$ cat src/rtl/geo_map_mapper_if.sv
// Sample-in / pixel-out bundle between the GPS parser side and the map overlay side.
// The mapper takes the slave view of this bundle.
interface geo_map_mapper_if #(
    parameter int COORD_W = 17,
    parameter int PIX_W   = 9
);
    logic               data_en;
    logic [COORD_W-1:0] lat_num;
    logic [COORD_W-1:0] lon_num;
    logic [PIX_W-1:0]   map_m;
    logic [PIX_W-1:0]   map_n;
    logic               out_valid;
    logic               in_region;
    logic               fix_stale;

    modport master (
        output data_en, lat_num, lon_num,
        input  map_m, map_n, out_valid, in_region, fix_stale
    );

    modport slave (
        input  data_en, lat_num, lon_num,
        output map_m, map_n, out_valid, in_region, fix_stale
    );
endinterface

$ cat src/rtl/geo_map_mapper.sv
// GPS-to-map mapper: moving average, then offset, then shift scaling, then range check.
// Output registers use clamp or hold for off-map fixes; a counter flags stale fixes.
module geo_map_mapper #(
    parameter int COORD_W    = 17,
    parameter int PIX_W      = 9,
    parameter int LAT_OFFSET = 18000,
    parameter int LON_OFFSET = 7000,
    parameter int SHIFT      = 5,
    parameter int MAP_W      = 320,
    parameter int MAP_H      = 240,
    parameter int AVG_LOG    = 2,
    parameter int CLAMP      = 1,
    parameter int TIMEOUT    = 50000000
) (
    input  logic            clk,
    input  logic            rst,
    geo_map_mapper_if.slave bus
);
    localparam int DEPTH  = 1 << AVG_LOG;
    localparam int PTR_W  = (AVG_LOG > 0) ? AVG_LOG : 1;
    localparam int SUM_W  = COORD_W + AVG_LOG;
    localparam int DIFF_W = COORD_W + 1;
    localparam int CNT_W  = $clog2(TIMEOUT + 1);

    localparam logic signed [DIFF_W-1:0] LAT_OFF_S = DIFF_W'(LAT_OFFSET);
    localparam logic signed [DIFF_W-1:0] LON_OFF_S = DIFF_W'(LON_OFFSET);
    localparam logic signed [DIFF_W-1:0] MAP_W_S   = DIFF_W'(MAP_W);
    localparam logic signed [DIFF_W-1:0] MAP_H_S   = DIFF_W'(MAP_H);
    localparam logic [PIX_W-1:0]         M_MAX     = PIX_W'(MAP_W - 1);
    localparam logic [PIX_W-1:0]         N_MAX     = PIX_W'(MAP_H - 1);
    localparam logic [PTR_W-1:0]         PTR_LAST  = PTR_W'(DEPTH - 1);
    localparam logic [CNT_W-1:0]         CNT_MAX   = CNT_W'(TIMEOUT);

    // A strobe coinciding with reset is dropped.
    logic accept;
    assign accept = bus.data_en & rst;

    logic [COORD_W-1:0] lat_buf_q [DEPTH];
    logic [COORD_W-1:0] lon_buf_q [DEPTH];
    logic [COORD_W-1:0] lat_old, lon_old;
    logic [PTR_W-1:0]   wr_ptr_q, wr_ptr_d;
    logic               filled_q;
    logic [SUM_W-1:0]   lat_sum_q, lat_sum_d, lon_sum_q, lon_sum_d;
    logic               v1_q, v2_q, v3_q;

    if (AVG_LOG == 0) begin : g_old_single
        assign lat_old = lat_buf_q[0];
        assign lon_old = lon_buf_q[0];
    end else begin : g_old_ring
        assign lat_old = lat_buf_q[wr_ptr_q];
        assign lon_old = lon_buf_q[wr_ptr_q];
    end

    always_comb begin
        wr_ptr_d = (wr_ptr_q == PTR_LAST) ? '0 : wr_ptr_q + 1'b1;
        if (filled_q) begin
            lat_sum_d = lat_sum_q + SUM_W'(bus.lat_num) - SUM_W'(lat_old);
            lon_sum_d = lon_sum_q + SUM_W'(bus.lon_num) - SUM_W'(lon_old);
        end else begin
            lat_sum_d = SUM_W'(bus.lat_num) << AVG_LOG;
            lon_sum_d = SUM_W'(bus.lon_num) << AVG_LOG;
        end
    end

    // An empty ring is prefilled with the first sample so the average never sees stale data.
    always_ff @(posedge clk) begin
        for (int i = 0; i < DEPTH; i++) begin
            if (accept && (!filled_q || wr_ptr_q == PTR_W'(i))) begin
                lat_buf_q[i] <= bus.lat_num;
                lon_buf_q[i] <= bus.lon_num;
            end
        end
    end

    always_ff @(posedge clk) begin
        if (!rst) begin
            wr_ptr_q  <= '0;
            filled_q  <= 1'b0;
            lat_sum_q <= '0;
            lon_sum_q <= '0;
            v1_q      <= 1'b0;
        end else begin
            v1_q <= accept;
            if (accept) begin
                wr_ptr_q  <= wr_ptr_d;
                filled_q  <= 1'b1;
                lat_sum_q <= lat_sum_d;
                lon_sum_q <= lon_sum_d;
            end
        end
    end

    logic [COORD_W-1:0]       lat_avg, lon_avg;
    logic signed [DIFF_W-1:0] lat_diff_d, lon_diff_d, lat_diff_q, lon_diff_q;
    logic signed [DIFF_W-1:0] lat_scaled, lon_scaled;
    logic                     m_lo_d, m_hi_d, n_lo_d, n_hi_d;
    logic                     m_lo_q, m_hi_q, n_lo_q, n_hi_q;
    logic [PIX_W-1:0]         m_pix_q, n_pix_q;

    assign lat_avg    = lat_sum_q[AVG_LOG +: COORD_W];
    assign lon_avg    = lon_sum_q[AVG_LOG +: COORD_W];
    assign lat_diff_d = $signed({1'b0, lat_avg}) - LAT_OFF_S;
    assign lon_diff_d = $signed({1'b0, lon_avg}) - LON_OFF_S;

    assign lat_scaled = lat_diff_q >>> SHIFT;
    assign lon_scaled = lon_diff_q >>> SHIFT;
    assign m_lo_d     = lat_scaled[DIFF_W-1];
    assign n_lo_d     = lon_scaled[DIFF_W-1];
    assign m_hi_d     = lat_scaled >= MAP_W_S;
    assign n_hi_d     = lon_scaled >= MAP_H_S;

    always_ff @(posedge clk) begin
        if (!rst) begin
            v2_q       <= 1'b0;
            v3_q       <= 1'b0;
            lat_diff_q <= '0;
            lon_diff_q <= '0;
            m_lo_q     <= 1'b0;
            m_hi_q     <= 1'b0;
            n_lo_q     <= 1'b0;
            n_hi_q     <= 1'b0;
            m_pix_q    <= '0;
            n_pix_q    <= '0;
        end else begin
            v2_q       <= v1_q;
            v3_q       <= v2_q;
            lat_diff_q <= lat_diff_d;
            lon_diff_q <= lon_diff_d;
            m_lo_q     <= m_lo_d;
            m_hi_q     <= m_hi_d;
            n_lo_q     <= n_lo_d;
            n_hi_q     <= n_hi_d;
            m_pix_q    <= lat_scaled[PIX_W-1:0];
            n_pix_q    <= lon_scaled[PIX_W-1:0];
        end
    end

    logic [PIX_W-1:0] map_m_q, map_m_d, map_n_q, map_n_d;
    logic             out_valid_q, in_region_q, in_region_d;
    logic             fix_stale_q, fix_stale_d;
    logic [CNT_W-1:0] stale_cnt_q, stale_cnt_d;
    logic             in_reg;

    assign in_reg = !m_lo_q && !m_hi_q && !n_lo_q && !n_hi_q;

    always_comb begin
        map_m_d     = map_m_q;
        map_n_d     = map_n_q;
        in_region_d = in_region_q;
        if (v3_q) begin
            in_region_d = in_reg;
            if (CLAMP != 0) begin
                map_m_d = m_lo_q ? '0 : (m_hi_q ? M_MAX : m_pix_q);
                map_n_d = n_lo_q ? '0 : (n_hi_q ? N_MAX : n_pix_q);
            end else if (in_reg) begin
                map_m_d = m_pix_q;
                map_n_d = n_pix_q;
            end
        end
    end

    // A fresh output clears staleness, and wins over a coincident timeout.
    always_comb begin
        stale_cnt_d = accept ? '0
                    : (stale_cnt_q == CNT_MAX ? stale_cnt_q : stale_cnt_q + 1'b1);
        fix_stale_d = fix_stale_q;
        if (v3_q) begin
            fix_stale_d = 1'b0;
        end else if (stale_cnt_d == CNT_MAX) begin
            fix_stale_d = 1'b1;
        end
    end

    always_ff @(posedge clk) begin
        if (!rst) begin
            map_m_q     <= '0;
            map_n_q     <= '0;
            out_valid_q <= 1'b0;
            in_region_q <= 1'b0;
            fix_stale_q <= 1'b1;
            stale_cnt_q <= CNT_MAX;
        end else begin
            map_m_q     <= map_m_d;
            map_n_q     <= map_n_d;
            out_valid_q <= v3_q;
            in_region_q <= in_region_d;
            fix_stale_q <= fix_stale_d;
            stale_cnt_q <= stale_cnt_d;
        end
    end

    assign bus.map_m     = map_m_q;
    assign bus.map_n     = map_n_q;
    assign bus.out_valid = out_valid_q;
    assign bus.in_region = in_region_q;
    assign bus.fix_stale = fix_stale_q;
endmodule

$ cat src/flat_wrapper.sv
// flat-port wrapper written by rule: the top's interface ports become plain ports
module geo_map_mapper_flat 
#(
    parameter int COORD_W    = 17,
    parameter int PIX_W      = 9,
    parameter int LAT_OFFSET = 18000,
    parameter int LON_OFFSET = 7000,
    parameter int SHIFT      = 5,
    parameter int MAP_W      = 320,
    parameter int MAP_H      = 240,
    parameter int AVG_LOG    = 2,
    parameter int CLAMP      = 1,
    parameter int TIMEOUT    = 50000000
)
  (clk, rst, bus_data_en, bus_lat_num, bus_lon_num, bus_map_m, bus_map_n, bus_out_valid, bus_in_region, bus_fix_stale);
  geo_map_mapper_if #(.COORD_W(COORD_W), .PIX_W(PIX_W)) bus_i ();
  input  logic clk;
  input  logic rst;
  input wire logic [$bits(bus_i.data_en)-1:0] bus_data_en;
  input wire logic [$bits(bus_i.lat_num)-1:0] bus_lat_num;
  input wire logic [$bits(bus_i.lon_num)-1:0] bus_lon_num;
  output wire logic [$bits(bus_i.map_m)-1:0] bus_map_m;
  output wire logic [$bits(bus_i.map_n)-1:0] bus_map_n;
  output wire logic [$bits(bus_i.out_valid)-1:0] bus_out_valid;
  output wire logic [$bits(bus_i.in_region)-1:0] bus_in_region;
  output wire logic [$bits(bus_i.fix_stale)-1:0] bus_fix_stale;
  assign bus_i.data_en = bus_data_en;
  assign bus_i.lat_num = bus_lat_num;
  assign bus_i.lon_num = bus_lon_num;
  assign bus_map_m = bus_i.map_m;
  assign bus_map_n = bus_i.map_n;
  assign bus_out_valid = bus_i.out_valid;
  assign bus_in_region = bus_i.in_region;
  assign bus_fix_stale = bus_i.fix_stale;
  geo_map_mapper #(.COORD_W(COORD_W), .PIX_W(PIX_W), .LAT_OFFSET(LAT_OFFSET), .LON_OFFSET(LON_OFFSET), .SHIFT(SHIFT), .MAP_W(MAP_W), .MAP_H(MAP_H), .AVG_LOG(AVG_LOG), .CLAMP(CLAMP), .TIMEOUT(TIMEOUT)) u_core (.clk(clk), .rst(rst), .bus(bus_i));
endmodule
$ cat config.mk
export PLATFORM = sky130hd
export DESIGN_NAME = geo_map_mapper_flat
export DESIGN_NICKNAME = d
export VERILOG_FILES = /design/src/rtl/geo_map_mapper_if.sv /design/src/rtl/geo_map_mapper.sv /design/src/flat_wrapper.sv
export SDC_FILE = /design/constraint.sdc
export NUM_CORES = 1
export LEC_CHECK = 0
export CORE_ASPECT_RATIO = 1.75
export CORE_MARGIN = 2
export CORE_UTILIZATION = 40
export CTS_CLUSTER_DIAMETER = 40
export DETAILED_ROUTE_END_ITERATION = 7
export PLACE_DENSITY = 0.68
export SLEW_MARGIN = 20
export SYNTH_ARGS = -nofsm -noshare
export SYNTH_HDL_FRONTEND = slang
export SYNTH_SLANG_ARGS = --single-unit
$ cat constraint.sdc
create_clock -name clk -period 4.9 [get_ports clk]
set_input_delay 0.98 -clock clk [delete_from_list [all_inputs] [get_ports clk]]
set_output_delay 0.98 -clock clk [all_outputs]
set_load 0.02 [all_outputs]
Word level (Yosys, flattened, before mapping)
Memory sizes are Yosys's and may differ from the RTL's. A register that Yosys moved wholly into a read port is not among the register bits.
Cells that the tools add are included.
{ "totals": {"n_memories": 2, "mem_bits_rw": 136, "latch_bits": 0, "reg_bits": 149, "mem_bits_ro": 0, "in_bits": 37, "out_inout_bits": 21, "elab_cells": 80} }
{ "mem_list": {"columns": ["memory", "words", "word_bits", "read_ports", "rd_ports_with_merged_regs", "wr", "line", "text"], "rows": [
  ["u_core.lat_buf_q", 4, 17, 1, 1, 4, "geo_map_mapper.sv:38", "logic [COORD_W-1:0] lat_buf_q [DEPTH];"],
  ["u_core.lon_buf_q", 4, 17, 1, 1, 4, "geo_map_mapper.sv:39", "logic [COORD_W-1:0] lon_buf_q [DEPTH];"]
]} }
{ "op_classes": {"magnitude_cmp": 2, "bitwise": 1, "n_addsub": 8, "muxes": 23, "div": 0, "reduce_logical": 18, "eq_ne": 5, "n_shift": 0, "mul": 0} }
{ "ops": {"columns": ["cell", "count"], "rows": [
  ["26-bit == test (second input constant)", 2],
  ["26-bit two-way mux", 2],
  ["19-bit by 17-bit adder with 19-bit output", 2],
  ["19-bit two-way mux", 2],
  ["19-bit by 17-bit subtractor with 19-bit output", 2],
  ["9-bit two-way mux", 4],
  ["26-bit by 1-bit adder with 26-bit output (second input constant)", 1],
  ["17-bit by 13-bit subtractor with 18-bit output (second input constant)", 1],
  ["17-bit by 15-bit subtractor with 18-bit output (second input constant)", 1],
  ["13-bit by 10-bit >= comparator with 1-bit output (second input constant)", 1],
  ["13-bit by 9-bit >= comparator with 1-bit output (second input constant)", 1],
  ["1-bit two-way mux", 10],
  ["2-bit two-way mux", 5],
  ["1-bit logical AND", 7],
  ["1-bit zero test", 5],
  ["2-bit == test (second input constant)", 2],
  ["1-bit logical OR", 4],
  ["2-bit by 1-bit adder with 2-bit output (second input constant)", 1],
  ["2-bit by 1-bit == test with 1-bit output (second input constant)", 1],
  ["2-bit zero test", 1],
  ["2-bit nonzero test", 1],
  ["1-bit AND", 1]
]} }

Longest topological paths before layout
{ "depth": {"word_depth": 6, "depth_mapped": 16, "ltp_nobuf": 14} }

Least setup slack after synthesis
Ideal clock, no wire load.
{ "synth_path": {"path_kind": "reg-to-reg", "start": "register (tool-made name)", "end": "register u_core.lat_sum_q[12]", "t_arrival_ns": 4.166, "setup_time_ns": 0.095, "path_slack_ns": 0.639, "path_stages_with_launch": 15, "synth_period_minus_slack_ns": 4.261, "path_buffers": 2, "path_cell_list": "dfxtp_1 -> clkbuf_1 -> buf_1 -> mux4_2 -> fa_1 -> inv_1 -> ha_1 -> nor2b_1 -> o31a_1 -> o211a_1 -> o21a_1 -> o21a_1 -> o41ai_2 -> mux2_1 -> o311ai_1"} }
{ "synth_lines": {"columns": ["item", "line", "text"], "rows": [
  ["to (signal assigned)", "geo_map_mapper.sv:87", "lat_sum_q <= lat_sum_d;"],
  ["to (decl)", "geo_map_mapper.sv:43", "logic [SUM_W-1:0] lat_sum_q, lat_sum_d, lon_sum_q, lon_sum_d;"]
]} }

==> flow_summary_export.csv <==
group,metric,value,unit
layout,nets,1370,
logic_synthesis,synth-compound-area-share,0.100,
logic_synthesis,synth_ff_type,"dfxtp_1",
logic_synthesis,yosysSeqAreaShare,0.517,
worst_setup_path,r2r-end,"u_core.lon_sum_q[13]$_SDFFE_PN0P_",
clock_network,root_buffer,"clkbuf_16",
floorplanning,dieWidth,142,µm
worst_setup_path,slowest_delay,0.58,ns
worst_setup_path,crit_type,"register to register",
route,drt_iter0_drc,409,
logic_synthesis,yosys-top-cells-area,"edfxtp_1 (31%), dfxtp_1 (21%), mux4_2 (5.7%)",
global_routing,grtUsageTotal,0.173,
run_status,run_status,"finished clean",
global_routing,grt_pass1_wl,47.7,mm
sta,drv_slew,0,
route,drt.antenna.violating_nets,0,
floorplanning,die_y,246,µm
worst_setup_path,r2r_cells,13,
layout,drive_above_1_share,0.0918,
sta,finalSetupViolations,0,
clock_network,clock_sinks,277,
sta,finalHoldViolCount,0,
clock_network,cts_setup_buffers,0,
place,port_buffers,57,
layout,synthToLayoutAreaGrowth,14.5,%
logic_synthesis,synth.avg_cell_area,11.1,µm²
clock_network,cts_hold_buf,0,
clock_network,cts.clk_slew.worst_paths,0.07,ns
worst_setup_path,cp-endpoint,"u_core.lon_sum_q[13]$_SDFFE_PN0P_",
power,p_leak,0.00588,µW
place,dp_hpwl,20.3,mm
place,routabilityCongestion,0.906,
logic_synthesis,synth_area,13400,µm²
layout,antenna_cells,0,
logic_synthesis,synth.net_count,1321,
logic_synthesis,synth-xor-area-share,0.0465,
floorplanning,core_area,32900,µm²
worst_setup_path,crit_path_start_kind,"register",
logic_synthesis,yosysUniqueCellTypes,67,
route,drt-pass1-iter-count,5,
logic_synthesis,yosys-mux-area-fraction,0.0694,
route,wirelength,29.2,mm
sta,max_freq,244,MHz
global_routing,grt_overflow_total,0,
logic_synthesis,ys_seq_elements,277,
global_routing,grt_max_degree,64,
worst_setup_path,crit_chain,"buf_12 > mux4_2 > fa_1 > inv_1 > ha_1 > a211oi_1 > o21ai_1 > a31o_2 > a21o_1 > a221oi_1 > xnor2_1 > a21oi_1 > nor2_1",
clock_network,htree_levels,1,
route,route.detailed.drc,0,
logic_synthesis,synthSimpleGateAreaFrac,0.113,
worst_hold_path,worstHoldStart,"u_core.lat_diff_q[17]$_SDFF_PN0_",
logic_synthesis,synth_top_family_by_area,"simple AND/OR/NAND/NOR gates",
global_routing,grt_antenna_before_repair,0,
logic_synthesis,async_flop_share,0,
worst_setup_path,reg2reg_slack,0.80,ns
floorplanning,io_pins,58,
worst_hold_path,min_path_type,"register to register",
layout,multiInputGateArea,5670,µm²
floorplanning,start_util,0.406,
clock_network,insertion_delay,0.56,ns
clock_network,cts_buffers,28,
power,power_density,420,nW/µm²
clock_network,clock_path_buffers,3,
global_routing,grt_pass1_vias,9436,
logic_synthesis,synth_top_area_frac,0.306,
worst_setup_path,cp_slowest_cell,"mux4_2",
sta,worst_pin_slew,1.08,ns
sta,fin_crit_sh,0.836,
power,worst_ir_drop_vdd,246,µV
layout,fin_util,0.465,
worst_setup_path,required,5.40,ns
worst_setup_path,cp-end-kind,"register",
route,routedWlPerCell,17.4,µm
floorplanning,core.rowCount,88,
sta,fin_skew,0.0134,ns
logic_synthesis,synth_edf_count,136,
worst_setup_path,critPathMaxFanout,23,
clock_network,cts_tree,"built",
route,dr_total_vias,8891,
layout,area.sequential,6910,µm²
sta,rsz0062_at_grt,"false",
floorplanning,die-area,34900,µm²
clock_network,ctsResizeCount,0,
sta,period_minus_slack,4.10,ns
logic_synthesis,postSynthCellCount,1203,
logic_synthesis,yosysWarnings,0,
sta,relSlewSlack,0.278,
logic_synthesis,synthAdderAreaFrac,0.0949,
route,via_per_inst,5.30,
worst_setup_path,worstPathArrival,4.59,ns
layout,fill_cells,2947,
job,cap_violations,0,
logic_synthesis,synth_top_cell_by_area,"edfxtp_1",
sta,setup-tns-final,0,ns
==> through the flow <==
| stage | worst slack, ns | std cells | hold WS (ns) | total power [µW] | instance area (µm²) |
|---|---|---|---|---|---|
| floorplan | 0.639 | 1203 | 0.386 | 3910 | 13400 |
| global placement | 0.445 | 1627 | 0.396 | 4270 | 14300 |
| detailed placement | 0.403 | 1627 | 0.404 | 4300 | 14300 |
| CTS | 0.746 | 1679 | 0.412 | 6470 | 15300 |
| global route | 0.586 | 1679 | 0.436 | 6770 | 15300 |
| finish | 0.802 | 1679 | 0.410 | 6430 | 15300 |
==> per-layer routing <==
| layer | global-route usage | routed length (µm) | up-vias | part of all wire |
|---|---|---|---|---|
| li1 | - | - | 4291 | - |
| met1 | 0.181 | 11000 | 4391 | 0.38 |
| met2 | 0.339 | 16300 | 147 | 0.56 |
| met3 | 0.0206 | 833 | 62 | 0.029 |
| met4 | 0.0729 | 1050 | 0 | 0.036 |
| met5 | 0 | 0 | - | 0 |
==> worst min path at each step <==
stage,slack [ns],depth (start not counted),end
2_1_floorplan,0.39,1,u_core.m_hi_q$_SDFF_PN0_
3_3_place_gp,0.40,1,u_core.m_hi_q$_SDFF_PN0_
3_5_place_dp,0.40,1,u_core.m_hi_q$_SDFF_PN0_
4_1_cts,0.41,1,u_core.m_hi_q$_SDFF_PN0_
5_1_grt,0.44,1,u_core.m_hi_q$_SDFF_PN0_
6_report,0.41,1,u_core.m_hi_q$_SDFF_PN0_
==> sequential cells by signal (all words and copies together) (netlist names), 2 cells and up, named ones only <==
register / flops
u_core.lon_buf_q: 68
u_core.stale_cnt_q: 26
u_core.m_pix_q: 9
u_core.lon_diff_q: 13
u_core.bus.map_m: 9
u_core.wr_ptr_q: 2
u_core.lon_sum_q: 19
u_core.n_pix_q: 9
u_core.lat_sum_q: 19
u_core.lat_diff_q: 13
u_core.bus.map_n: 9
u_core.lat_buf_q: 68
==> area by class of cell <==
type | instances | area share
clock buffer | 35 | 0.0544
timing repair buffer | 70 | 0.0441
tap | 405 | 0.0331
clock inverter | 17 | 0.00850
inverter | 155 | 0.0380
multi-input combinational | 720 | 0.371
sequential | 277 | 0.451
==> worst max-delay path, delay by kind of cell, from the launching register on <==
family                   cells  cell delay (ns)
buffers and inverters        2             0.32
flip-flops                   1             0.51
AND/OR/NAND/NOR              1             0.13
XOR/XNOR                     1             0.16
multiplexers                 1             0.58
adder cells (fa/ha/maj)      2             0.86
AO/OA/AOI/OAI                6             1.42
==> cells by family after synthesis <==
logic type               count (synthesis)
multiplexers                            50
AO/OA/AOI/OAI                          212
flip-flops                             277
XOR/XNOR                                71
adder cells (fa/ha/maj)                 81
buffers and inverters                  206
AND/OR/NAND/NOR                        306
==> Yosys cell counts (9+ instances only) <==
| cell type | instances |
|---|---|
| o21a_1 | 13 |
| xnor2_1 | 50 |
| inv_1 | 153 |
| nor2_1 | 114 |
| a21o_1 | 9 |
| nor3_1 | 32 |
| and3_1 | 11 |
| fa_1 | 34 |
| a21oi_1 | 63 |
| o22ai_1 | 9 |
| o21ai_0 | 57 |
| clkbuf_1 | 40 |
| nand2_1 | 41 |
| and2_1 | 29 |
| a211oi_1 | 9 |
| nand3_1 | 22 |
| nand4_1 | 10 |
| dfxtp_1 | 141 |
| ha_1 | 47 |
| edfxtp_1 | 136 |
| nand2b_1 | 12 |
| xor2_1 | 21 |
| mux2i_1 | 15 |
| mux4_2 | 34 |
==> placed cells by master, fill, tap and decap left out, types with 6 or more instances in the layout <==
master / n
xnor2_1: 50
o22ai_1: 9
nand2b_1: 12
a21oi_1: 63
xor2_1: 21
and3_1: 11
nand4_1: 10
clkbuf_16: 32
a21o_1: 9
o21ai_0: 57
o21a_1: 9
fa_1: 34
nor2_1: 114
nor4_1: 7
inv_1: 153
a31oi_1: 8
and4_1: 6
ha_1: 47
and2_1: 29
nor3_1: 32
nand3_1: 22
dfxtp_1: 139
nand2_1: 41
buf_4: 12
edfxtp_1: 136
mux2i_1: 15
a211oi_1: 9
clkdlybuf4s50_1: 56
mux4_2: 34
==> where the power goes <==
group,internal [µW],switching [µW],total [µW]
Sequential,2600,90.7,2690
Clock,1230,943,2170
Combinational,686,886,1570
Note: power is estimated with default switching activity, not from simulation.
